[src/rtl/uart_tick_gen_if.sv]
// Configuration channel of the UART tick generator: a new divisor
// (integer and fractional parts) offered with a valid/ready handshake.
interface uart_tick_gen_if #(
    parameter int DIV_W  = 16,
    parameter int FRAC_W = 4
);
    logic [DIV_W-1:0]  cfg_div_int;
    logic [FRAC_W-1:0] cfg_div_frac;
    logic              cfg_valid;
    logic              cfg_ready;

    // Configuration source (CPU/register block side).
    modport master (
        output cfg_div_int,
        output cfg_div_frac,
        output cfg_valid,
        input  cfg_ready
    );

    // Tick generator side.
    modport slave (
        input  cfg_div_int,
        input  cfg_div_frac,
        input  cfg_valid,
        output cfg_ready
    );
endinterface

[src/rtl/uart_tick_gen.sv]
// UART oversampling tick generator with a fractional, runtime-programmable
// divisor. Emits a sample tick every P clocks, a baud tick every OVS sample
// ticks and a mid-bit tick halfway through each bit. The sample/bit phase
// can be restarted from a start-bit edge, and a new divisor only takes
// effect at a bit boundary, while stopped, or on a resync.
module uart_tick_gen #(
    parameter int DIV_W   = 16,
    parameter int FRAC_W  = 4,
    parameter int OVS     = 8,
    parameter int RST_DIV = 5
) (
    input  logic                   clk,
    input  logic                   reset,
    input  logic                   en,
    input  logic                   resync,
    uart_tick_gen_if.slave         cfg,
    output logic                   sample_tick,
    output logic                   baud_tick,
    output logic                   mid_tick,
    output logic [$clog2(OVS)-1:0] phase
);
    localparam int PH_W = $clog2(OVS);
    localparam logic [PH_W-1:0]  PH_LAST    = PH_W'(OVS - 1);
    localparam logic [PH_W-1:0]  PH_PRE_MID = PH_W'(OVS / 2 - 1);
    localparam logic [DIV_W:0]   CNT_ONE    = (DIV_W + 1)'(1);

    typedef struct packed {
        logic [DIV_W-1:0]  int_part;
        logic [FRAC_W-1:0] frac_part;
    } div_t;

    localparam div_t DIV_RESET = '{int_part: DIV_W'(RST_DIV), frac_part: '0};

    // cnt is one bit wider than the divisor so P = div_int + carry fits.
    logic [DIV_W:0]  cnt, cnt_nx;
    logic [FRAC_W-1:0] acc, acc_nx;
    logic            carry, carry_nx;
    logic [PH_W-1:0] phase_nx;
    div_t            div_act, div_act_nx;
    div_t            div_pend, div_pend_nx;
    logic            ready, ready_nx;
    logic            sample_nx, baud_nx, mid_nx;

    logic [DIV_W:0]  period;
    logic [FRAC_W:0] acc_sum;
    logic            due, at_last, apply;

    assign cfg.cfg_ready = ready;

    // Current period length, end-of-period detect and pending-divisor apply.
    always_comb begin
        period  = ((div_act.int_part == '0) ? CNT_ONE : {1'b0, div_act.int_part})
                  + {{DIV_W{1'b0}}, carry};
        // >= rather than == keeps the counter from running away if a
        // shorter divisor is applied while cnt is already past it.
        due     = (cnt >= period);
        at_last = (phase == PH_LAST);
        acc_sum = {1'b0, acc} + {1'b0, div_act.frac_part};
        // A pending divisor is only safe to switch in at a bit boundary,
        // while counting is frozen, or when the phase restarts anyway.
        apply   = !ready && (!en || resync || (due && at_last));
    end

    // Next-state logic for counter, accumulator, phase, ticks and config.
    always_comb begin
        // NOTE: every variable gets its hold/idle value first, so no path
        // through the branches below can leave one unassigned and infer a latch.
        cnt_nx      = cnt;
        acc_nx      = acc;
        carry_nx    = carry;
        phase_nx    = phase;
        div_act_nx  = div_act;
        div_pend_nx = div_pend;
        ready_nx    = ready;
        sample_nx   = 1'b0;
        baud_nx     = 1'b0;
        mid_nx      = 1'b0;

        if (en) begin
            if (resync) begin
                // Start-bit edge: restart a full period at sample 0 and drop
                // whatever tick was due this cycle.
                cnt_nx   = CNT_ONE;
                acc_nx   = '0;
                carry_nx = 1'b0;
                phase_nx = '0;
            end else if (due) begin
                cnt_nx    = CNT_ONE;
                acc_nx    = acc_sum[FRAC_W-1:0];
                carry_nx  = acc_sum[FRAC_W];
                sample_nx = 1'b1;
                baud_nx   = at_last;
                mid_nx    = (phase == PH_PRE_MID);
                phase_nx  = at_last ? '0 : phase + 1'b1;
            end else begin
                cnt_nx = cnt + 1'b1;
            end
        end

        if (apply) begin
            div_act_nx = div_pend;
            acc_nx     = '0;
            carry_nx   = 1'b0;
            ready_nx   = 1'b1;
        end

        // Only one request can be outstanding; while busy the source holds.
        if (ready && cfg.cfg_valid) begin
            div_pend_nx = '{int_part: cfg.cfg_div_int, frac_part: cfg.cfg_div_frac};
            ready_nx    = 1'b0;
        end
    end

    // State and registered outputs; reset discards any pending divisor.
    always_ff @(posedge clk) begin
        if (reset) begin
            cnt         <= CNT_ONE;
            acc         <= '0;
            carry       <= 1'b0;
            phase       <= '0;
            div_act     <= DIV_RESET;
            div_pend    <= '0;
            ready       <= 1'b1;
            sample_tick <= 1'b0;
            baud_tick   <= 1'b0;
            mid_tick    <= 1'b0;
        end else begin
            // NOTE: non-blocking updates so every register is computed from
            // pre-edge values regardless of statement order.
            cnt         <= cnt_nx;
            acc         <= acc_nx;
            carry       <= carry_nx;
            phase       <= phase_nx;
            div_act     <= div_act_nx;
            div_pend    <= div_pend_nx;
            ready       <= ready_nx;
            sample_tick <= sample_nx;
            baud_tick   <= baud_nx;
            mid_tick    <= mid_nx;
        end
    end
endmodule

[src/flat_wrapper.sv]
// flat-port wrapper written by rule: the top's interface ports become plain ports
module uart_tick_gen_flat 
#(
    parameter int DIV_W   = 16,
    parameter int FRAC_W  = 4,
    parameter int OVS     = 8,
    parameter int RST_DIV = 5
)
  (clk, reset, en, resync, sample_tick, baud_tick, mid_tick, phase, cfg_cfg_div_int, cfg_cfg_div_frac, cfg_cfg_valid, cfg_cfg_ready);
  uart_tick_gen_if #(.DIV_W(DIV_W), .FRAC_W(FRAC_W)) cfg_i ();
  input  logic clk;
  input  logic reset;
  input  logic en;
  input  logic resync;
  output logic sample_tick;
  output logic baud_tick;
  output logic mid_tick;
  output logic [$clog2(OVS)-1:0] phase;
  input wire logic [$bits(cfg_i.cfg_div_int)-1:0] cfg_cfg_div_int;
  input wire logic [$bits(cfg_i.cfg_div_frac)-1:0] cfg_cfg_div_frac;
  input wire logic [$bits(cfg_i.cfg_valid)-1:0] cfg_cfg_valid;
  output wire logic [$bits(cfg_i.cfg_ready)-1:0] cfg_cfg_ready;
  assign cfg_i.cfg_div_int = cfg_cfg_div_int;
  assign cfg_i.cfg_div_frac = cfg_cfg_div_frac;
  assign cfg_i.cfg_valid = cfg_cfg_valid;
  assign cfg_cfg_ready = cfg_i.cfg_ready;
  uart_tick_gen #(.DIV_W(DIV_W), .FRAC_W(FRAC_W), .OVS(OVS), .RST_DIV(RST_DIV)) u_core (.clk(clk), .reset(reset), .en(en), .resync(resync), .cfg(cfg_i), .sample_tick(sample_tick), .baud_tick(baud_tick), .mid_tick(mid_tick), .phase(phase));
endmodule
[config.mk]
export PLATFORM = sky130hd
export DESIGN_NAME = uart_tick_gen_flat
export DESIGN_NICKNAME = d
export VERILOG_FILES = /design/src/rtl/uart_tick_gen_if.sv /design/src/rtl/uart_tick_gen.sv /design/src/flat_wrapper.sv
export SDC_FILE = /design/constraint.sdc
export NUM_CORES = 1
export LEC_CHECK = 0
export CAP_MARGIN = 20
export CORE_UTILIZATION = 30
export CTS_CLUSTER_SIZE = 14
export DETAILED_ROUTE_END_ITERATION = 10
export HOLD_SLACK_MARGIN = 0.06
export MAX_ROUTING_LAYER = met4
export PLACE_DENSITY = 0.59
export SKIP_CTS_REPAIR_TIMING = 1
export SLEW_MARGIN = 20
export SYNTH_ARGS = -nofsm -noshare
export SYNTH_HDL_FRONTEND = slang
export SYNTH_SLANG_ARGS = --single-unit
[constraint.sdc]
create_clock -name clk -period 5.3 [get_ports clk]
set_clock_uncertainty 0.1 [all_clocks]
set_input_delay 1.59 -clock clk [delete_from_list [all_inputs] [get_ports clk]]
set_output_delay 1.59 -clock clk [all_outputs]
set_load 0.03 [all_outputs]
==> metrics.cfg, run 1 <==
[run_status]
status=complete, no violations

[global_route]
grt_max_degree=54
first_global_vias=2721
grt_antenna_before_repair=0
grt_pass1_wl_mm=13.2
track_usage_pct=13.6
overflow=0

[logic_synthesis]
synth.most_common_cell=dfxtp_1
async_flop_share_pct=0
ys_ff_latch=69
synth_commonest_cells=dfxtp_1, nand2_1, a21oi_1
netlist_top_cells_area=dfxtp_1, ha_1, a21oi_1
syn_nets=468
syn-instance-count=415
syn_area_per_cell_um2=8.58
yosysWarnings=0
yosysTopAreaCell=dfxtp_1
synth_edf_count=0
yosysTopAreaCellShare_pct=38.8
yosysSeqAreaShare_pct=38.8
synth_ff_type=dfxtp_1
synth.cell_area_um2=3560
synth.distinct_cells=49

[place]
place_hpwl_mm=5.56
placedCellCount=569
place_congestion=0.797
numPortBuffers=31
pre_cts_slack_ps=942

[finish]
drive_above_1_share_pct=7.24
nNetsFinal=490
regArea_um2=1380
n_fill_cell=1152
multi_input_area_um2=2000
antenna_cells=0
stdcell_count=585
post-route-util_pct=37.2
area_growth_pct=19.9

[critical_path]
cp_slowest_stage_delay_ps=630
path_buf_inv=1
crit_cells=16
critPathLaunchType=flop
reg2reg_depth=16
crit_family=simple AND/OR/NAND/NOR gates
r2r_slack_ps=910
crit_fanout=21
critPathArrivalTime_ps=4510
path_cells=nor4_1 > a41o_1 > ha_1 > ha_1 > and4_1 > inv_1 > nor2_1 > nand3_1 > xor2_1 > ha_1 > nand4_2 > nor3_4 > nand2_2 > o32a_1 > and3_1 > a211o_1
crit_top_cell=ha_1
required_ps=5420
worstSetupPathType=reg -> reg
endpoint_kind=flop
worst_path_max_delay_cell=o32a_1

[clock_network]
clk_pin_slew_ps=60
insertion_delay_ps=330
clockBufferDepth=2
cts_max_level=3
cts_tree=built
cts_root_buf=clkbuf_16
cts_made_buffers=9
clock_sinks=69

[sta]
slew_violations=0
setup_tns_ps=0
tightest_slew_ps=924
finalHoldViolCount=0
timing.final.ws_setup_ps=906
setup_viol=0
fin_crit_sh_pct=82.9
relSlewSlack_pct=38.4
finalCriticalPeriod_ps=4390
fmax_ghz=0.228
rsz0062_at_grt=false

[floorplan]
start_util_pct=31.0
rows=39
core-area_um2=11500
die_area_um2=12300
fp.dieH_um=111
die_width_um=111
ioPinCount=32

[min_path]
whs_path_depth=2
min_path_type=reg -> reg

[route]
totalWireLength_mm=7.70
num_vias=2881
drcViolationCount=0
drt_iter0_markers=87
viasPerCell=4.92
antenna_left=0
dr.pass1.iters=4
wl_per_cell_um=13.2

[pwr]
power_mw=1.37
power_density_nw_per_um2=320
vdd_ir_drop_max_v=0.000246
p_leak_nw=1.59

[run]
drv_cap=0

## power by group
| part | leakage [nW] | internal [mW] | total, mW | switching (mW) |
|---|---|---|---|---|
| Clock | 0.173 | 0.467 | 0.711 | 0.244 |
| Combinational | 0.856 | 0.0454 | 0.107 | 0.0616 |
| Sequential | 0.560 | 0.535 | 0.549 | 0.0141 |
## placed cells by master, fill, tap and decap left out, types with 5 or more instances in the layout
| cell type | netlist | final |
|---|---|---|
| ha_1 | 27 | 27 |
| nor2_1 | 23 | 23 |
| clkbuf_16 | 0 | 9 |
| a21oi_1 | 46 | 46 |
| nand3_1 | 33 | 33 |
| xor2_1 | 20 | 20 |
| and3_1 | 6 | 6 |
| nand2_1 | 60 | 60 |
| a211oi_1 | 6 | 6 |
| xnor2_1 | 10 | 10 |
| o21ai_0 | 17 | 17 |
| dfxtp_1 | 69 | 69 |
| inv_1 | 12 | 12 |
| nand4_1 | 5 | 5 |
| o21ai_1 | 11 | 11 |
| clkdlybuf4s50_1 | 0 | 30 |
## stage by stage
stage	cell area [µm²]	hold WS [ps]
detailed placement	3920	347
global placement	3920	342
floorplan	3560	333
CTS	4270	356
global route	4270	382
finish	4270	356
## area by class of cell
cell class                 instances  area share (%)
clock inverter                     7            2.99
clock buffer                       9            5.28
timing repair buffer              31            7.15
inverter                          13            1.14
multi-input combinational        313            46.9
sequential                        69            32.4
tap                              143            4.19
## flip-flops by register name (all words and copies together), names as in the netlist
register,cells
u_core.mid_tick,1
u_core.sample_tick,1
u_core.phase,3
u_core.cfg.cfg_ready,1
u_core.div_pend,20
u_core.div_act,20
u_core.acc,4
u_core.baud_tick,1
u_core.carry,1
u_core.cnt,17
## worst reg2reg max path: stages (launching register included)
cell and delay [ps]:
dfxtp_1 370, nor4_1 290, a41o_1 200, ha_1 160, ha_1 240, and4_1 280, inv_1 60, nor2_1 200
nand3_1 120, xor2_1 160, ha_1 320, nand4_2 170, nor3_4 250, nand2_2 120, o32a_1 630, and3_1 330
a211o_1 270
## per-layer routing
metal	track usage, %	wire length [µm]	part of all wire, %
met5	-	0	0
met4	5.60	138	1.8
met3	2.95	249	3.2
met2	20.5	3490	45
met1	17.7	3820	50
## logic make-up after synthesis
group / Yosys count / share of synthesized area [%]
flops: 69 / 38.8
xor+xnor: 30 / 7.38
fa+ha+maj: 28 / 10.1
simple gates: 154 / 21.2
compound gates: 101 / 17.6
buf+inv: 33 / 4.96
## final timing paths
kind | from | endpoint
min | u_core.div_pend[1] | u_core.div_pend[1]
max | u_core.div_act[6] | u_core.div_act[4]
min reg2reg | u_core.div_pend[1] | u_core.div_pend[1]
max reg2reg | u_core.div_act[6] | u_core.div_act[4]
No activity file was read; power rests on OpenSTA's default activity.
==> run 2: changes to the inputs <==
==> constraint.sdc (replaced) <==
create_clock -name clk -period 4.5 [get_ports clk]
set_clock_uncertainty 0.1 [all_clocks]
set_input_delay 1.35 -clock clk [delete_from_list [all_inputs] [get_ports clk]]
set_output_delay 1.35 -clock clk [all_outputs]
set_load 0.03 [all_outputs]
==> run 2 against run 1 <==
Worst hold slack got worse by 1.2 ps. Highest routed layer unchanged. First-iteration DRC count up 46%. Die area did not move. Non-clock buffer count rose by 2. Wire length down 3.7%. Register-to-register slack worse by 480 ps. Via count is 1.2% lower. Count of clock-buffer cells in the layout is the same. Flip-flop and latch count unchanged. Combinational power rose by 17%.
==> metrics.cfg, run 2 (same netlist as run 1, synthesis figures left out) <==
[run_status]
status=complete, no violations  ; unchanged

[clock_network]
cts_root_buf=clkbuf_16  ; unchanged
cts_tree=built  ; unchanged
cts_made_buffers=9  ; unchanged
cts_max_level=3  ; unchanged
clk_pin_slew_ps=60  ; about the same
clockBufferDepth=2  ; unchanged
insertion_delay_ps=330  ; about the same
clock_sinks=69  ; unchanged

[sta]
finalHoldViolCount=0  ; unchanged
tightest_slew_ps=926  ; was 924 ps
setup_tns_ps=0  ; unchanged
fin_crit_sh_pct=90.5  ; was 82.9%
rsz0062_at_grt=false  ; unchanged
fmax_ghz=0.245  ; was 0.228 GHz
slew_violations=0  ; unchanged
setup_viol=0  ; unchanged
relSlewSlack_pct=38.2  ; was 38.4%
finalCriticalPeriod_ps=4070  ; was 4390 ps

[finish]
stdcell_count=587  ; was 585
antenna_cells=0  ; unchanged
area_growth_pct=19.8  ; was 19.9%
nNetsFinal=492  ; was 490
n_fill_cell=1154  ; was 1,152
final_common_cell=dfxtp_1  ; unchanged
final_cell_mix=dfxtp_1, nand2_1, a21oi_1  ; unchanged
largest_registers=u_core.div_act x20, u_core.div_pend x20, u_core.cnt x17  ; unchanged
drive_above_1_share_pct=7.88  ; was 7.24%

[min_path]
hp-start=u_core.div_pend[14]  ; was u_core.div_pend[1]
worstHoldEndpoint=u_core.div_pend[14]  ; was u_core.div_pend[1]
min_path_type=reg -> reg  ; unchanged
whs_path_depth=2  ; unchanged

[floorplan]
ioPinCount=32  ; unchanged
start_util_pct=31.0  ; unchanged
rows=39  ; unchanged
die_area_um2=12300  ; unchanged
die_width_um=111  ; unchanged
fp.dieH_um=111  ; unchanged
core-area_um2=11500  ; unchanged

[global_route]
overflow=0  ; unchanged
track_usage_pct=12.8  ; was 13.6%
first_global_vias=2595  ; was 2,721
grt_antenna_before_repair=0  ; unchanged
grt_max_degree=54  ; unchanged
grt_pass1_wl_mm=12.5  ; was 13.2 mm

[critical_path]
critPathLaunchType=flop  ; unchanged
crit_fanout=18  ; was 21
path_cells=nor4_1 > a41o_1 > ha_1 > ha_1 > and4_1 > inv_1 > nor2_1 > nand3_1 > xor2_1 > ha_1 > nand4_2 > nor3_4 > nand2_2 > o32ai_4 > o21ai_0 > a21oi_1  ; was nor4_1 > a41o_1 > ha_1 > ha_1 > and4_1 > inv_1 > nor2_1 > nand3_1 > xor2_1 > ha_1 > nand4_2 > nor3_4 > nand2_2 > o32a_1 > and3_1 > a211o_1
worst_path_max_delay_cell=o32ai_4  ; was o32a_1
path_buf_inv=1  ; unchanged
reg2reg_depth=16  ; unchanged
crit_top_cell=ha_1  ; unchanged
rr_endpoint=u_core.div_act[18]  ; was u_core.div_act[4]
regToRegStartpoint=u_core.div_act[6]  ; unchanged
r2r_slack_ps=430  ; was 910 ps
critPathArrivalTime_ps=4230  ; was 4510 ps
worstSetupPathType=reg -> reg  ; unchanged
cp_slowest_stage_delay_ps=590  ; was 630 ps
crit_family=simple AND/OR/NAND/NOR gates  ; unchanged
endpoint_kind=flop  ; unchanged
required_ps=4660  ; was 5420 ps

[place]
placedCellCount=571  ; was 569
numPortBuffers=31  ; unchanged
place_hpwl_mm=5.45  ; was 5.56 mm
place_congestion=0.839  ; was 0.797

[pwr]
p_leak_nw=1.58  ; was 1.59 nW
vdd_ir_drop_max_v=0.000196  ; was 0.000246 V
power_density_nw_per_um2=363  ; was 320 nW/µm²

[route]
num_vias=2846  ; was 2,881
totalWireLength_mm=7.41  ; was 7.70 mm
dr.pass1.iters=7  ; was 4
drt_iter0_markers=127  ; was 87
antenna_left=0  ; unchanged
drcViolationCount=0  ; unchanged
wl_per_cell_um=12.6  ; was 13.2 µm
viasPerCell=4.85  ; was 4.92

[run]
drv_cap=0  ; unchanged

[run 2: cell types whose count changed in the layout (fill, tap and decap cells not counted), sizes merged]
cell and delta:
bufinv -1, buf +2, clkinvlp +1
[run 2: final cells by class]
type | instances | area, µm² | share of cell area (%)
repair buffers | 33 | 320 | 7.51
flip-flops and latches | 69 | 1380 | 32.4
inverters | 13 | 48.8 | 1.14
clock inverters | 7 | 105 | 2.47
clock buffers | 9 | 225 | 5.28
multi-input cells | 313 | 2000 | 47.0
well taps | 143 | 179 | 4.20
[run 2: stage by stage]
stage | total power, mW | util [%] | hold slack (ps) | instance area (µm²) | setup WS (ps)
after CTS | 1.57 | 37.2 | 359 | 4260 | 251
after global routing | 1.61 | 37.2 | 375 | 4260 | 29.1
after global placement | 0.783 | 34.3 | 346 | 3930 | 393
final | 1.55 | 37.2 | 355 | 4260 | 425
after floorplan | 0.745 | - | 333 | 3560 | 784
after detailed placement | 0.786 | 34.3 | 348 | 3930 | 257
[run 2: where the power goes]
part | leakage (nW) | internal (mW) | switching [mW] | total, mW
registers | 0.560 | 0.630 | 0.0166 | 0.646
clock network | 0.159 | 0.494 | 0.283 | 0.777
logic | 0.866 | 0.0541 | 0.0711 | 0.125
[run 2: worst max-delay path by stage]
stage | from | slack (ps) | end | cells past startpoint
finish | u_core.div_act[6] | 430 | u_core.div_act[18] | 16
global route | u_core.div_act[6] | 30 | u_core.div_act[18] | 16
CTS | u_core.div_act[6] | 250 | u_core.div_act[4] | 16
detailed placement | u_core.div_act[6] | 260 | u_core.div_act[4] | 16
global placement | u_core.div_act[6] | 390 | u_core.div_act[6] | 16
floorplan | u_core.div_act[12] | 780 | u_core.div_act[4] | 17
[run 2: layer usage]
layer	GRT usage [%]	vias up	part of all wire (%)
met1	17.0	1291	52
met5	-	-	0
met3	3.06	4	3.0
met4	5.33	0	0.97
met2	18.7	48	44
li1	-	1503	-
[run 2: worst reg2reg max path: stages, from the launching register on]
cell and delay [ps]:
dfxtp_1 370, nor4_1 300, a41o_1 210, ha_1 180, ha_1 230, and4_1 270
inv_1 50, nor2_1 210, nand3_1 120, xor2_1 160, ha_1 310, nand4_2 170
nor3_4 250, nand2_2 130, o32ai_4 590, o21ai_0 220, a21oi_1 150
